==> config.mk <==
export PLATFORM = sky130hd
export DESIGN_NAME = mem_bus_arbiter
export DESIGN_NICKNAME = d
export VERILOG_FILES = /design/src/rtl/mem_bus_arbiter.sv
export SDC_FILE = /design/constraint.sdc
export NUM_CORES = 1
export LEC_CHECK = 0
export ABC_AREA = 0
export CAP_MARGIN = 20
export CORE_AREA = 2 2 109 111
export CTS_CLUSTER_DIAMETER = 50
export CTS_CLUSTER_SIZE = 40
export DETAILED_ROUTE_END_ITERATION = 16
export DIE_AREA = 0 0 111 113
export HOLD_SLACK_MARGIN = 0.08
export PLACE_DENSITY = 0.65
export SLEW_MARGIN = 20
export SYNTH_ARGS = -nofsm -noshare
export SYNTH_HDL_FRONTEND = slang
export SYNTH_SLANG_ARGS = --single-unit
==> constraint.sdc <==
create_clock -name clk -period 1.6 [get_ports clk]
set_clock_uncertainty 0.15 [all_clocks]
set_input_delay 0.32 -clock clk [delete_from_list [all_inputs] [get_ports clk]]
set_output_delay 0.32 -clock clk [all_outputs]
set_load 0.03 [all_outputs]
==> src/rtl/mem_bus_arbiter.sv <==
// Two-requester (fetch/data) arbiter onto a single sram-like port with one
// transaction in flight, fixed data priority and bounded fetch starvation.
module mem_bus_arbiter #(
  parameter int STARVE_LIMIT = 4
) (
  input  logic        clk,
  input  logic        resetn,
  // instruction fetch requester
  input  logic        inst_req,
  input  logic [31:0] inst_addr,
  output logic        inst_addr_ok,
  output logic        inst_data_ok,
  output logic [31:0] inst_rdata,
  // data requester
  input  logic        data_req,
  input  logic        data_wr,
  input  logic [1:0]  data_size,
  input  logic [3:0]  data_wstrb,
  input  logic [31:0] data_addr,
  input  logic [31:0] data_wdata,
  output logic        data_addr_ok,
  output logic        data_data_ok,
  output logic [31:0] data_rdata,
  // downstream port
  output logic        req,
  output logic        wr,
  output logic [1:0]  size,
  output logic [3:0]  wstrb,
  output logic [31:0] addr,
  output logic [31:0] wdata,
  input  logic        addr_ok,
  input  logic        data_ok,
  input  logic [31:0] rdata
);

  localparam int CNT_W = $clog2(STARVE_LIMIT + 1);
  localparam logic [CNT_W-1:0] CNT_MAX = CNT_W'(STARVE_LIMIT);

  typedef enum logic [1:0] {
    IDLE = 2'd0,
    REQ  = 2'd1,
    WAIT = 2'd2
  } state_t;

  state_t           state, state_nxt;
  logic             owner, owner_nxt;     // 0 = inst, 1 = data
  logic [CNT_W-1:0] starve_cnt, starve_nxt;
  logic             fwd_addr_ok, fwd_data_ok;

  // NOTE: sequential state uses non-blocking assignments so every register
  // samples pre-edge values regardless of statement order.
  always_ff @(posedge clk or negedge resetn) begin
    if (!resetn) begin
      state      <= IDLE;
      owner      <= 1'b0;
      starve_cnt <= '0;
    end else begin
      state      <= state_nxt;
      owner      <= owner_nxt;
      starve_cnt <= starve_nxt;
    end
  end

  // NOTE: every signal written here gets a default first, so no path through
  // the case can leave one unassigned and infer a latch.
  always_comb begin
    state_nxt  = state;
    owner_nxt  = owner;
    starve_nxt = starve_cnt;
    unique case (state)
      IDLE: begin
        if (inst_req || data_req) begin
          state_nxt = REQ;
          if (data_req && !(inst_req && starve_cnt == CNT_MAX)) begin
            owner_nxt  = 1'b1;
            // A data win over a waiting fetch implies starve_cnt < CNT_MAX,
            // so the increment saturates by construction.
            starve_nxt = inst_req ? starve_cnt + 1'b1 : '0;
          end else begin
            owner_nxt  = 1'b0;
            starve_nxt = '0;
          end
        end
      end
      REQ: begin
        if (addr_ok) state_nxt = data_ok ? IDLE : WAIT;
      end
      WAIT: begin
        if (data_ok) state_nxt = IDLE;
      end
      default: state_nxt = IDLE;
    endcase
  end

  // Fetch is always a read of a full word with no byte enables.
  assign req   = (state == REQ);
  assign wr    = owner & data_wr;
  assign size  = owner ? data_size  : 2'd2;
  assign wstrb = owner ? data_wstrb : 4'h0;
  assign addr  = owner ? data_addr  : inst_addr;
  assign wdata = owner ? data_wdata : 32'h0;

  // Strays (data_ok in IDLE, or in REQ before acceptance) are dropped here.
  assign fwd_addr_ok = addr_ok & (state == REQ);
  assign fwd_data_ok = data_ok & (((state == REQ) & addr_ok) | (state == WAIT));

  assign inst_addr_ok = fwd_addr_ok & ~owner;
  assign inst_data_ok = fwd_data_ok & ~owner;
  assign data_addr_ok = fwd_addr_ok &  owner;
  assign data_data_ok = fwd_data_ok &  owner;

  assign inst_rdata = rdata;
  assign data_rdata = rdata;

endmodule
# Yosys cells after proc, flatten, opt, wreduce, memory -nomap -nowiden
# Cells that the tools add are included.
# Widths: inputs -> output; s select.
[totals]
ff_bits = 6
out_inout_bits = 140
wordCells = 38
[op_classes]
addsub = 1
eq_ne = 6
n_mux = 12
n_bitwise = 9
n_reduce_logical = 7
[ops]
columns = ["cell", "n"]
rows = [
  ["$mux 32", 2],
  ["$mux 2", 5],
  ["$and 1x1->1", 7],
  ["$mux 3", 2],
  ["$pmux 2 s3", 1],
  ["$mux 4", 1],
  ["$ne 2x2->1 const B", 2],
  ["$add 3x1->3 const B", 1],
  ["$eq 3x3->1 const B", 1],
  ["$reduce_and 3->1", 1],
  ["$eq 2x1->1 const B", 1],
  ["$eq 2x2->1 const B", 1],
  ["$logic_and 1x1->1", 2],
  ["$logic_not 2->1", 1],
  ["$ne 2x1->1 const B", 1],
  ["$reduce_and 2->1", 1],
  ["$logic_not 1->1", 1],
  ["$logic_or 1x1->1", 1],
  ["$mux 1", 1],
  ["$not 1->1", 1],
  ["$or 1x1->1", 1],
]

# Logic depth before layout (Yosys ltp)
# Gate-level depths: netlist of the first run.
[logic_depth]
depth_word = 5
depth_mapped = 5
ltp_nobuf = 5

# Least setup slack after synthesis of the first run
# No wires, ideal clock.
[synth_timing]
kind = "register to output"
startpoint = "reg state[0]"
endpoint = "out data_addr_ok"
arrival_time_ps = 1329
required_ps = 1130
setup_slack_ps = -199
stages_incl_launch_ff = 3
n_path_buf = 0
path_cell_list = "dfrtp_1 nor2b_1 and3_1"
[synth_via]
elab_chain_cells = 3
[synth_rtl]
columns = ["item", "line_no", "rtl"]
rows = [
  ["start: declaration", "45", "state_t state, state_nxt;"],
  ["start signal: assignment", "58", "state <= state_nxt;"],
  ["$eq 2x1->1", "-", ""],
  ["via req", "25", "output logic req,"],
  ["$and 1x1->1", "104", "assign fwd_addr_ok = addr_ok & (state == REQ);"],
  ["$and 1x1->1", "109", "assign data_addr_ok = fwd_addr_ok & owner;"],
  ["end: declaration", "21", "output logic data_addr_ok,"],
]
# The timed path passes the listed nets, and every way through them passes these cells.

# Final worst setup path of the first run
[layout_timing]
startpoint = "reg owner"
endpoint = "out addr[21]"
[layout_via]
elab_chain_cells = 1
[layout_rtl]
columns = ["item", "line_no", "rtl"]
rows = [
  ["start: declaration", "46", "logic owner, owner_nxt;"],
  ["start signal: assignment", "59", "owner <= owner_nxt;"],
  ["$mux 32", "100", "assign addr = owner ? data_addr : inst_addr;"],
  ["end: declaration", "29", "output logic [31:0] addr,"],
]
# No other way between the ends.

==> metrics.txt, run 1 <==
# TYPE chip_impl_metric gauge
chip_impl_info{name="cts_tree",value="yes"} 1
chip_impl_metric{name="worst-endpoint-arrival",unit="ns"} 1.45
chip_impl_metric{name="post_route_cells_drive_above_1_share",unit=""} 0.589
chip_impl_metric{name="power.density",unit="nW/um^2"} 1410
chip_impl_metric{name="peakVddDrop",unit="V"} 0.000675
chip_impl_metric{name="setup_tns",unit="ns"} -18.44
chip_impl_metric{name="synth_warnings",unit=""} 0
chip_impl_metric{name="clock_insertion_delay_worst_skew",unit="ns"} 0.23
chip_impl_info{name="yosys-top-cells-count",value="64 x buf_4, 38 x and2_1, 32 x mux2_1"} 1
chip_impl_metric{name="cts.reportedPaths.clkPinSlew",unit="ns"} 0.04
chip_impl_metric{name="finalWorstSetupSlack",unit="ns"} -0.324
chip_impl_metric{name="grt_pass1_wl",unit="mm"} 12.7
chip_impl_metric{name="drt.antenna.violating_nets",unit=""} 0
chip_impl_metric{name="row_count",unit=""} 39
chip_impl_metric{name="die_height",unit="um"} 113
chip_impl_metric{name="timing.final.crit_share",unit=""} 1.20
chip_impl_metric{name="detail_route.wirelength",unit="mm"} 8.54
chip_impl_metric{name="area_growth_from_synthesis_to_layout",unit="%"} 178
chip_impl_metric{name="antennaDiodeCount",unit=""} 0
chip_impl_metric{name="top_level_port_count",unit=""} 281
chip_impl_metric{name="required",unit="ns"} 1.13
chip_impl_metric{name="fp.dieArea",unit="sq um"} 12500
chip_impl_metric{name="drv_cap",unit=""} 0
chip_impl_info{name="postSynth.topFlopCell",value="dfrtp_1"} 1
chip_impl_metric{name="post-dp-hpwl",unit="mm"} 6.26
chip_impl_metric{name="netlist_instances",unit=""} 177
chip_impl_metric{name="dp.cells",unit=""} 442
chip_impl_metric{name="post_synthesis_share_of_cell_area_spent_on_xor_and_xnor_gates",unit=""} 0
chip_impl_info{name="critical_r2r_launch",value="state[0]"} 1
chip_impl_metric{name="ff2ff_path_depth",unit=""} 4
chip_impl_metric{name="grt_use_total",unit=""} 0.131
chip_impl_metric{name="viasPerCell",unit=""} 3.77
chip_impl_metric{name="chipWidth",unit="um"} 111
chip_impl_metric{name="post_drt_wl_per_cell",unit="um"} 18.2
chip_impl_metric{name="cp_max_fo",unit=""} 7
chip_impl_metric{name="antenna_violations_before_repair",unit=""} 0
chip_impl_metric{name="share_of_synthesized_cell_area_in_full_adder_half_adder_and_majority_cells",unit=""} 0.0171
chip_impl_info{name="outcome",value="complete, but fails checks"} 1
chip_impl_metric{name="floorplan.core_area",unit="sq um"} 11300
chip_impl_metric{name="grt_pass1_vias",unit=""} 2005
chip_impl_metric{name="drcViolationCount",unit=""} 0
chip_impl_info{name="cell_type_contributing_the_most_total_cell_area_after_synthesis",value="buf_4"} 1
chip_impl_metric{name="finalHoldViolations",unit=""} 0
chip_impl_metric{name="power.static_leakage",unit="nW"} 1.86
chip_impl_metric{name="h-tree-depth",unit=""} 1
chip_impl_metric{name="total_congestion_overflow",unit=""} 0
chip_impl_info{name="setup.worst_path.start",value="owner"} 1
chip_impl_metric{name="worstMarginPinSlew",unit="ns"} 0.358
chip_impl_metric{name="synth_edf_count",unit=""} 0
chip_impl_metric{name="reg2reg_slack",unit="ns"} 0.10
chip_impl_metric{name="initial_drc_count",unit=""} 42
chip_impl_metric{name="postSynthAreaPerCell",unit="sq um"} 8.26
chip_impl_metric{name="async_set_or_reset_flop_fraction_in_the_synthesized_netlist",unit=""} 1.00
chip_impl_metric{name="fin_cells",unit=""} 469
chip_impl_metric{name="via_count",unit=""} 1768
chip_impl_info{name="timing.critical_path.to",value="addr[21]"} 1
chip_impl_info{name="hold_path.class",value="input pin to asynchronous set/reset pin"} 1
chip_impl_info{name="netlist_top_cells_area",value="buf_4 33%, mux2_1 25%, and2_1 16%, dfrtp_1 10%, buf_2 2.7%"} 1
chip_impl_metric{name="max-clock-path-buffers",unit=""} 2
chip_impl_metric{name="synth_compound_area_frac",unit=""} 0.0385
chip_impl_metric{name="post_synth_instance_area",unit="sq um"} 1460
chip_impl_metric{name="synth_sequential_area_ratio",unit=""} 0.103
chip_impl_info{name="timing.setup.critical_path_class",value="register to output pin"} 1
chip_impl_metric{name="ys_types",unit=""} 25
chip_impl_metric{name="fillers",unit=""} 1137
chip_impl_metric{name="nNetsFinal",unit=""} 470
chip_impl_metric{name="netlist.area_leader.share",unit=""} 0.329
chip_impl_metric{name="timing.max_slew.rel_slack",unit=""} 0.759
chip_impl_metric{name="synth.net_count",unit=""} 320
chip_impl_info{name="start_kind",value="register"} 1
chip_impl_metric{name="timing_max_transition_violations_final",unit=""} 0
chip_impl_info{name="clk_root_buffer_cell",value="clkbuf_16"} 1
chip_impl_metric{name="yosys_register_bits",unit=""} 6
chip_impl_info{name="failed_checks",value="negative setup slack"} 1
chip_impl_info{name="rsz_0062_raised_after_global_routing",value="yes"} 1
chip_impl_info{name="critPathCaptureType",value="output pin"} 1
chip_impl_metric{name="tritoncts.num_buffers",unit=""} 3
chip_impl_info{name="r2r_end",value="starve_cnt[0]"} 1
chip_impl_info{name="synth_most_common_cell",value="buf_4"} 1
chip_impl_metric{name="port_buffers",unit=""} 184
chip_impl_metric{name="layout_min_cycle_time",unit="ns"} 1.92
chip_impl_metric{name="drt_first_pass_iters",unit=""} 4
chip_impl_metric{name="finish.utilization",unit=""} 0.360
chip_impl_metric{name="gp_congestion",unit=""} 0.765
chip_impl_metric{name="fmax",unit="MHz"} 520
chip_impl_metric{name="floorplan.initialDensity",unit=""} 0.130
chip_impl_metric{name="synth_mux_area_frac",unit=""} 0.254
chip_impl_metric{name="pin_count_of_the_biggest_net_entering_global_routing",unit=""} 9
chip_impl_metric{name="finalSetupViolCount",unit=""} 74
chip_impl_info{name="combinational_family_with_the_most_area_after_synthesis",value="buffers and inverters"} 1
chip_impl_metric{name="clkSinkCount",unit=""} 6
chip_impl_metric{name="synth_simple_gate_area_share",unit=""} 0.223
## layout make-up
type | instances | area (sq um) | share of cell area
Multi-Input combinational cell | 96 | 1030 | 0.254
Sequential cell | 6 | 151 | 0.0373
Timing Repair Buffer | 217 | 2610 | 0.642
Clock buffer | 4 | 78.8 | 0.0194
Tap cell | 143 | 179 | 0.0441
Inverter | 3 | 11.3 | 0.00277
## flip-flops by register name, summed over array words and instances, names as in the netlist
signal	cells
starve_cnt	3
state	2
owner	1
## worst max-delay path, cell delays in order, from the launching register on
cell and delay [ns]:
dfrtp_2 0.45, buf_12 0.17, buf_12 0.14, mux2_4 0.32
buf_6 0.14
## per-stage QoR
step	total power [W]	setup WS, ns	hold WS [ns]	cell area (sq um)
2_1_floorplan	0.00224	0.0120	-0.126	1470
3_3_place_gp	0.00364	-0.521	0.359	3190
3_5_place_dp	0.00365	-0.510	0.368	3190
4_1_cts	0.00582	-0.341	0.186	4060
5_1_grt	0.00598	-0.359	0.201	4060
6_report	0.00573	-0.324	0.180	4060
## cells in the final DEF, fill, tap and decap left out, types with 2 or more instances in the layout
master	n
a22o_1	2
and2_4	38
and3_4	2
buf_12	26
buf_16	6
buf_4	9
buf_6	66
buf_8	2
clkbuf_16	3
clkdlybuf4s50_1	107
dfrtp_1	5
ha_1	2
inv_1	3
mux2_4	32
nand2_1	2
nor2b_1	2
## logic make-up (layout without fill, tap and decap cells)
kind of cell | Yosys count | in the layout
AOI/OAI and AO/OA | 8 | 8
muxes | 33 | 33
adders and majority gates | 2 | 2
buffers and inverters | 75 | 224
DFF | 6 | 6
and+or+nand+nor | 53 | 53
## worst min path at each step
| stage | from | end | slack [ns] | depth (start not counted) |
|---|---|---|---|---|
| 5_1_grt | resetn | state[1] | 0.20 | 1 |
| 6_report | resetn | state[1] | 0.18 | 1 |
| 4_1_cts | resetn | state[1] | 0.19 | 1 |
| 2_1_floorplan | resetn | owner | -0.13 | 0 |
| 3_5_place_dp | starve_cnt[1] | starve_cnt[1] | 0.37 | 1 |
| 3_3_place_gp | starve_cnt[1] | starve_cnt[1] | 0.36 | 1 |
## power by group
| part | switching, W | internal, W |
|---|---|---|
| combinational | 0.00216 | 0.00290 |
| sequential | 0.0000489 | 0.000194 |
| clock | 0.0000929 | 0.000331 |
## metal layers
layer / vias up / wire (um) / GRT usage
met5: - / 0 / 0
met1: 829 / 3560 / 0.166
met4: 0 / 31 / 0.0117
met3: 8 / 792 / 0.0482
li1: 818 / - / -
met2: 113 / 4150 / 0.222
## repair_timing
item	in CTS	in global routing
resized for setup	252	12
gates cloned	7	0
pin swaps	3	0
hold buffers	0	0
endpoints found under the setup margin	74	75
setup buffers	17	1
(Power assumes the default switching activity.)
==> inputs of run 2 (changes only) <==
ABC_AREA = 1   (was 0)
CORE_AREA = 2 2 108 110   (was 2 2 109 111)
DIE_AREA = 0 0 110 112   (was 0 0 111 113)
GPL_TIMING_DRIVEN = 0   (was unset)
PLACE_DENSITY = 0.67   (was 0.65)
==> run 2 against run 1 <==
  * The run still ends with negative setup slack left
  * Final area is 11% higher
  * Largest power group unchanged
  * Worst hold slack improved by 0.0055 ns
  * Area after synthesis is 9.2% higher
  * First-iteration DRC count increased by 21%
  * Synthesized cell count increased by 68%
  * Highest routed layer unchanged
  * Combinational power is 6.7% higher
  * Die area down 1.8%
  * Total power is 6.6% higher
  * Global-route usage down 1.7 points
  * Largest cell class unchanged
  * Final cell count grew 49%
  * Maximum frequency rose by 11%
==> metrics.txt, run 2 <==
# TYPE chip_impl_metric gauge
chip_impl_metric{name="netlist_instances",unit=""} 297
chip_impl_metric{name="post_drt_wl_per_cell",unit="um"} 11.6
chip_impl_metric{name="antenna_violations_before_repair",unit=""} 0
chip_impl_metric{name="finalWorstSetupSlack",unit="ns"} -0.139
chip_impl_metric{name="timing.max_slew.rel_slack",unit=""} 0.775
chip_impl_metric{name="nNetsFinal",unit=""} 702
chip_impl_info{name="failed_checks",value="negative setup slack"} 1
chip_impl_info{name="timing.setup.critical_path_class",value="register to output pin"} 1
chip_impl_metric{name="row_count",unit=""} 39
chip_impl_metric{name="synth_sequential_area_ratio",unit=""} 0.0940
chip_impl_metric{name="floorplan.initialDensity",unit=""} 0.143
chip_impl_metric{name="worstMarginPinSlew",unit="ns"} 0.337
chip_impl_metric{name="finalSetupViolCount",unit=""} 74
chip_impl_info{name="layout.cells.most_common",value="clkdlybuf4s50_1"} 1
chip_impl_metric{name="finish.utilization",unit=""} 0.403
chip_impl_metric{name="area_growth_from_synthesis_to_layout",unit="%"} 182
chip_impl_metric{name="post_dp_cell_area",unit="sq um"} 4260
chip_impl_metric{name="post-dp-hpwl",unit="mm"} 7.11
chip_impl_metric{name="finalHoldViolations",unit=""} 0
chip_impl_metric{name="floorplan.core_area",unit="sq um"} 11200
chip_impl_info{name="clk_root_buffer_cell",value="clkbuf_16"} 1
chip_impl_metric{name="grt_pass1_vias",unit=""} 2478
chip_impl_metric{name="drt.antenna.violating_nets",unit=""} 0
chip_impl_metric{name="peakVddDrop",unit="V"} 0.000713
chip_impl_metric{name="timing.final.crit_share",unit=""} 1.09
chip_impl_metric{name="timing_max_transition_violations_final",unit=""} 0
chip_impl_info{name="regs_by_ff_count",value="starve_cnt: 3 flops, state: 2 flops, owner: 1 flops"} 1
chip_impl_metric{name="async_set_or_reset_flop_fraction_in_the_synthesized_netlist",unit=""} 1.00
chip_impl_info{name="layout_common_cells",value="171 x clkdlybuf4s50_1, 142 x nand2_1, 94 x buf_4"} 1
chip_impl_info{name="postSynth.topFlopCell",value="dfrtp_1"} 1
chip_impl_metric{name="cp_max_fo",unit=""} 10
chip_impl_info{name="largest_register",value="starve_cnt"} 1
chip_impl_metric{name="detail_route.wirelength",unit="mm"} 8.11
chip_impl_metric{name="port_buffers",unit=""} 248
chip_impl_metric{name="ctsHoldBuffers",unit=""} 0
chip_impl_info{name="yosys-top-cells-count",value="151 x nand2_1, 64 x buf_4, 44 x inv_1"} 1
chip_impl_metric{name="final_design_area_no_fill",unit="sq um"} 4500
chip_impl_metric{name="dpl_worst_slack",unit="ns"} -0.714
chip_impl_metric{name="pin_count_of_the_biggest_net_entering_global_routing",unit=""} 11
chip_impl_info{name="r2r_end",value="starve_cnt[2]"} 1
chip_impl_metric{name="drt_first_pass_iters",unit=""} 4
chip_impl_metric{name="grt_use_total",unit=""} 0.114
chip_impl_info{name="netlist_top_cells_area",value="nand2_1 36%, buf_4 30%, inv_1 10%, dfrtp_1 9.4%, buf_6 5.6%"} 1
chip_impl_metric{name="h-tree-depth",unit=""} 1
chip_impl_info{name="cell_type_contributing_the_most_total_cell_area_after_synthesis",value="nand2_1"} 1
chip_impl_metric{name="report.power.total",unit="W"} 0.00611
chip_impl_metric{name="required",unit="ns"} 1.13
chip_impl_metric{name="final.hold.worst_slack",unit="ns"} 0.186
chip_impl_metric{name="chipWidth",unit="um"} 110
chip_impl_info{name="setup.worst_path.start",value="owner"} 1
chip_impl_metric{name="tritoncts.num_buffers",unit=""} 3
chip_impl_metric{name="netlist.area_leader.share",unit=""} 0.355
chip_impl_metric{name="clkSinkCount",unit=""} 6
chip_impl_metric{name="worst-endpoint-arrival",unit="ns"} 1.27
chip_impl_metric{name="ys_types",unit=""} 18
chip_impl_metric{name="synth_edf_count",unit=""} 0
chip_impl_metric{name="grt_pass1_wl",unit="mm"} 11.4
chip_impl_metric{name="post_synth_instance_area",unit="sq um"} 1600
chip_impl_metric{name="power.density",unit="nW/um^2"} 1360
chip_impl_metric{name="yosys_register_bits",unit=""} 6
chip_impl_info{name="hold_path.class",value="input pin to asynchronous set/reset pin"} 1
chip_impl_metric{name="postSynthAreaPerCell",unit="sq um"} 5.38
chip_impl_metric{name="cts.reportedPaths.clkPinSlew",unit="ns"} 0.03
chip_impl_metric{name="antennaDiodeCount",unit=""} 0
chip_impl_metric{name="clock_insertion_delay_worst_skew",unit="ns"} 0.23
chip_impl_metric{name="post_route_cells_drive_above_1_share",unit=""} 0.334
chip_impl_metric{name="reg2reg_slack",unit="ns"} 0.25
chip_impl_metric{name="fmax",unit="MHz"} 575
chip_impl_metric{name="number_of_flip_flops_in_the_largest_register",unit=""} 3
chip_impl_metric{name="initial_drc_count",unit=""} 51
chip_impl_info{name="outcome",value="complete, but fails checks"} 1
chip_impl_info{name="cts_tree",value="yes"} 1
chip_impl_metric{name="total_congestion_overflow",unit=""} 0
chip_impl_metric{name="power.static_leakage",unit="nW"} 2.44
chip_impl_metric{name="synth.net_count",unit=""} 440
chip_impl_info{name="start_kind",value="register"} 1
chip_impl_metric{name="drcViolationCount",unit=""} 0
chip_impl_metric{name="gp_congestion",unit=""} 0.725
chip_impl_info{name="timing.critical_path.to",value="addr[6]"} 1
chip_impl_metric{name="synth_warnings",unit=""} 0
chip_impl_info{name="critical_r2r_launch",value="state[1]"} 1
chip_impl_metric{name="viasPerCell",unit=""} 3.68
chip_impl_info{name="synth_most_common_cell",value="nand2_1"} 1
chip_impl_info{name="critPathCaptureType",value="output pin"} 1
chip_impl_metric{name="max-clock-path-buffers",unit=""} 2
chip_impl_metric{name="ff2ff_path_depth",unit=""} 7
chip_impl_metric{name="fp.dieArea",unit="sq um"} 12300
chip_impl_info{name="rsz_0062_raised_after_global_routing",value="yes"} 1
chip_impl_metric{name="via_count",unit=""} 2577
chip_impl_metric{name="top_level_port_count",unit=""} 281
chip_impl_metric{name="drv_cap",unit=""} 0
chip_impl_metric{name="die_height",unit="um"} 112
chip_impl_metric{name="layout_min_cycle_time",unit="ns"} 1.74
==> run 2: cell count changes after synthesis, moves of 3 or more <==
cell and delta:
and2_1 -38, buf_2 -5, buf_6 +8, inv_1 +41, mux2_1 -32, nand2_1 +149, nor2_1 +7, nor2b_1 -3
==> run 2: where the power goes <==
group	internal, W	total (W)	switching, W	leakage [nW]
sequential	0.000219	0.000294	0.0000754	0.0741
combinational	0.00234	0.00540	0.00306	2.33
clock	0.000321	0.000413	0.0000914	0.0370
total	0.00288	0.00611	0.00322	2.44
==> run 2: worst max-delay path, stage by stage, from the launching register on <==
cell and delay (ns):
dfrtp_2 0.43, buf_12 0.16, buf_6 0.14, nand2_1 0.06
nand2_1 0.07, buf_4 0.17
==> run 2: worst min path at each step <==
stage	start	endpoint	depth (start not counted)
after floorplan	resetn	owner	0
after global placement	starve_cnt[1]	starve_cnt[1]	2
after detailed placement	starve_cnt[1]	starve_cnt[1]	2
after CTS	resetn	starve_cnt[1]	1
after global routing	resetn	state[1]	1
final	resetn	starve_cnt[1]	1
==> run 2: area by class of cell <==
| class | count | area (sq um) |
|---|---|---|
| clock buffer | 3 | 75.1 |
| sequential | 6 | 154 |
| buffer | 75 | 626 |
| inverter | 45 | 174 |
| fill | 1144 | 6670 |
| timing repair buffer | 257 | 2560 |
| multi-input combinational | 171 | 734 |
| tap | 143 | 179 |
==> run 2: timing repair <==
item	CTS	global route
buffers inserted	4	4
endpoints found under the setup margin	76	76
resized for setup	492	52
pin swaps	2	1
cloned	1	0
==> run 2: through the flow <==
step                      instances  TNS [ns]
after detailed placement        688    -35.88
final                           700     -5.61
after CTS                       696     -8.56
after global routing            700     -9.42
after floorplan                 297         0
after global placement          688    -35.42
==> run 2: per-layer routing <==
| metal | global-route usage | share of wire |
|---|---|---|
| met4 | 0.0245 | 0.019 |
| met5 | 0 | 0 |
| met1 | 0.115 | 0.34 |
| met2 | 0.232 | 0.54 |
| met3 | 0.0222 | 0.10 |
==> run 2: kinds of logic after synthesis <==
family | Yosys count | synth area share
adder cells (fa/ha/maj) | 2 | 0.0157
flip-flops | 6 | 0.0940
AND/OR/NAND/NOR | 165 | 0.401
buffers and inverters | 120 | 0.473
AO/OA/AOI/OAI | 4 | 0.0165
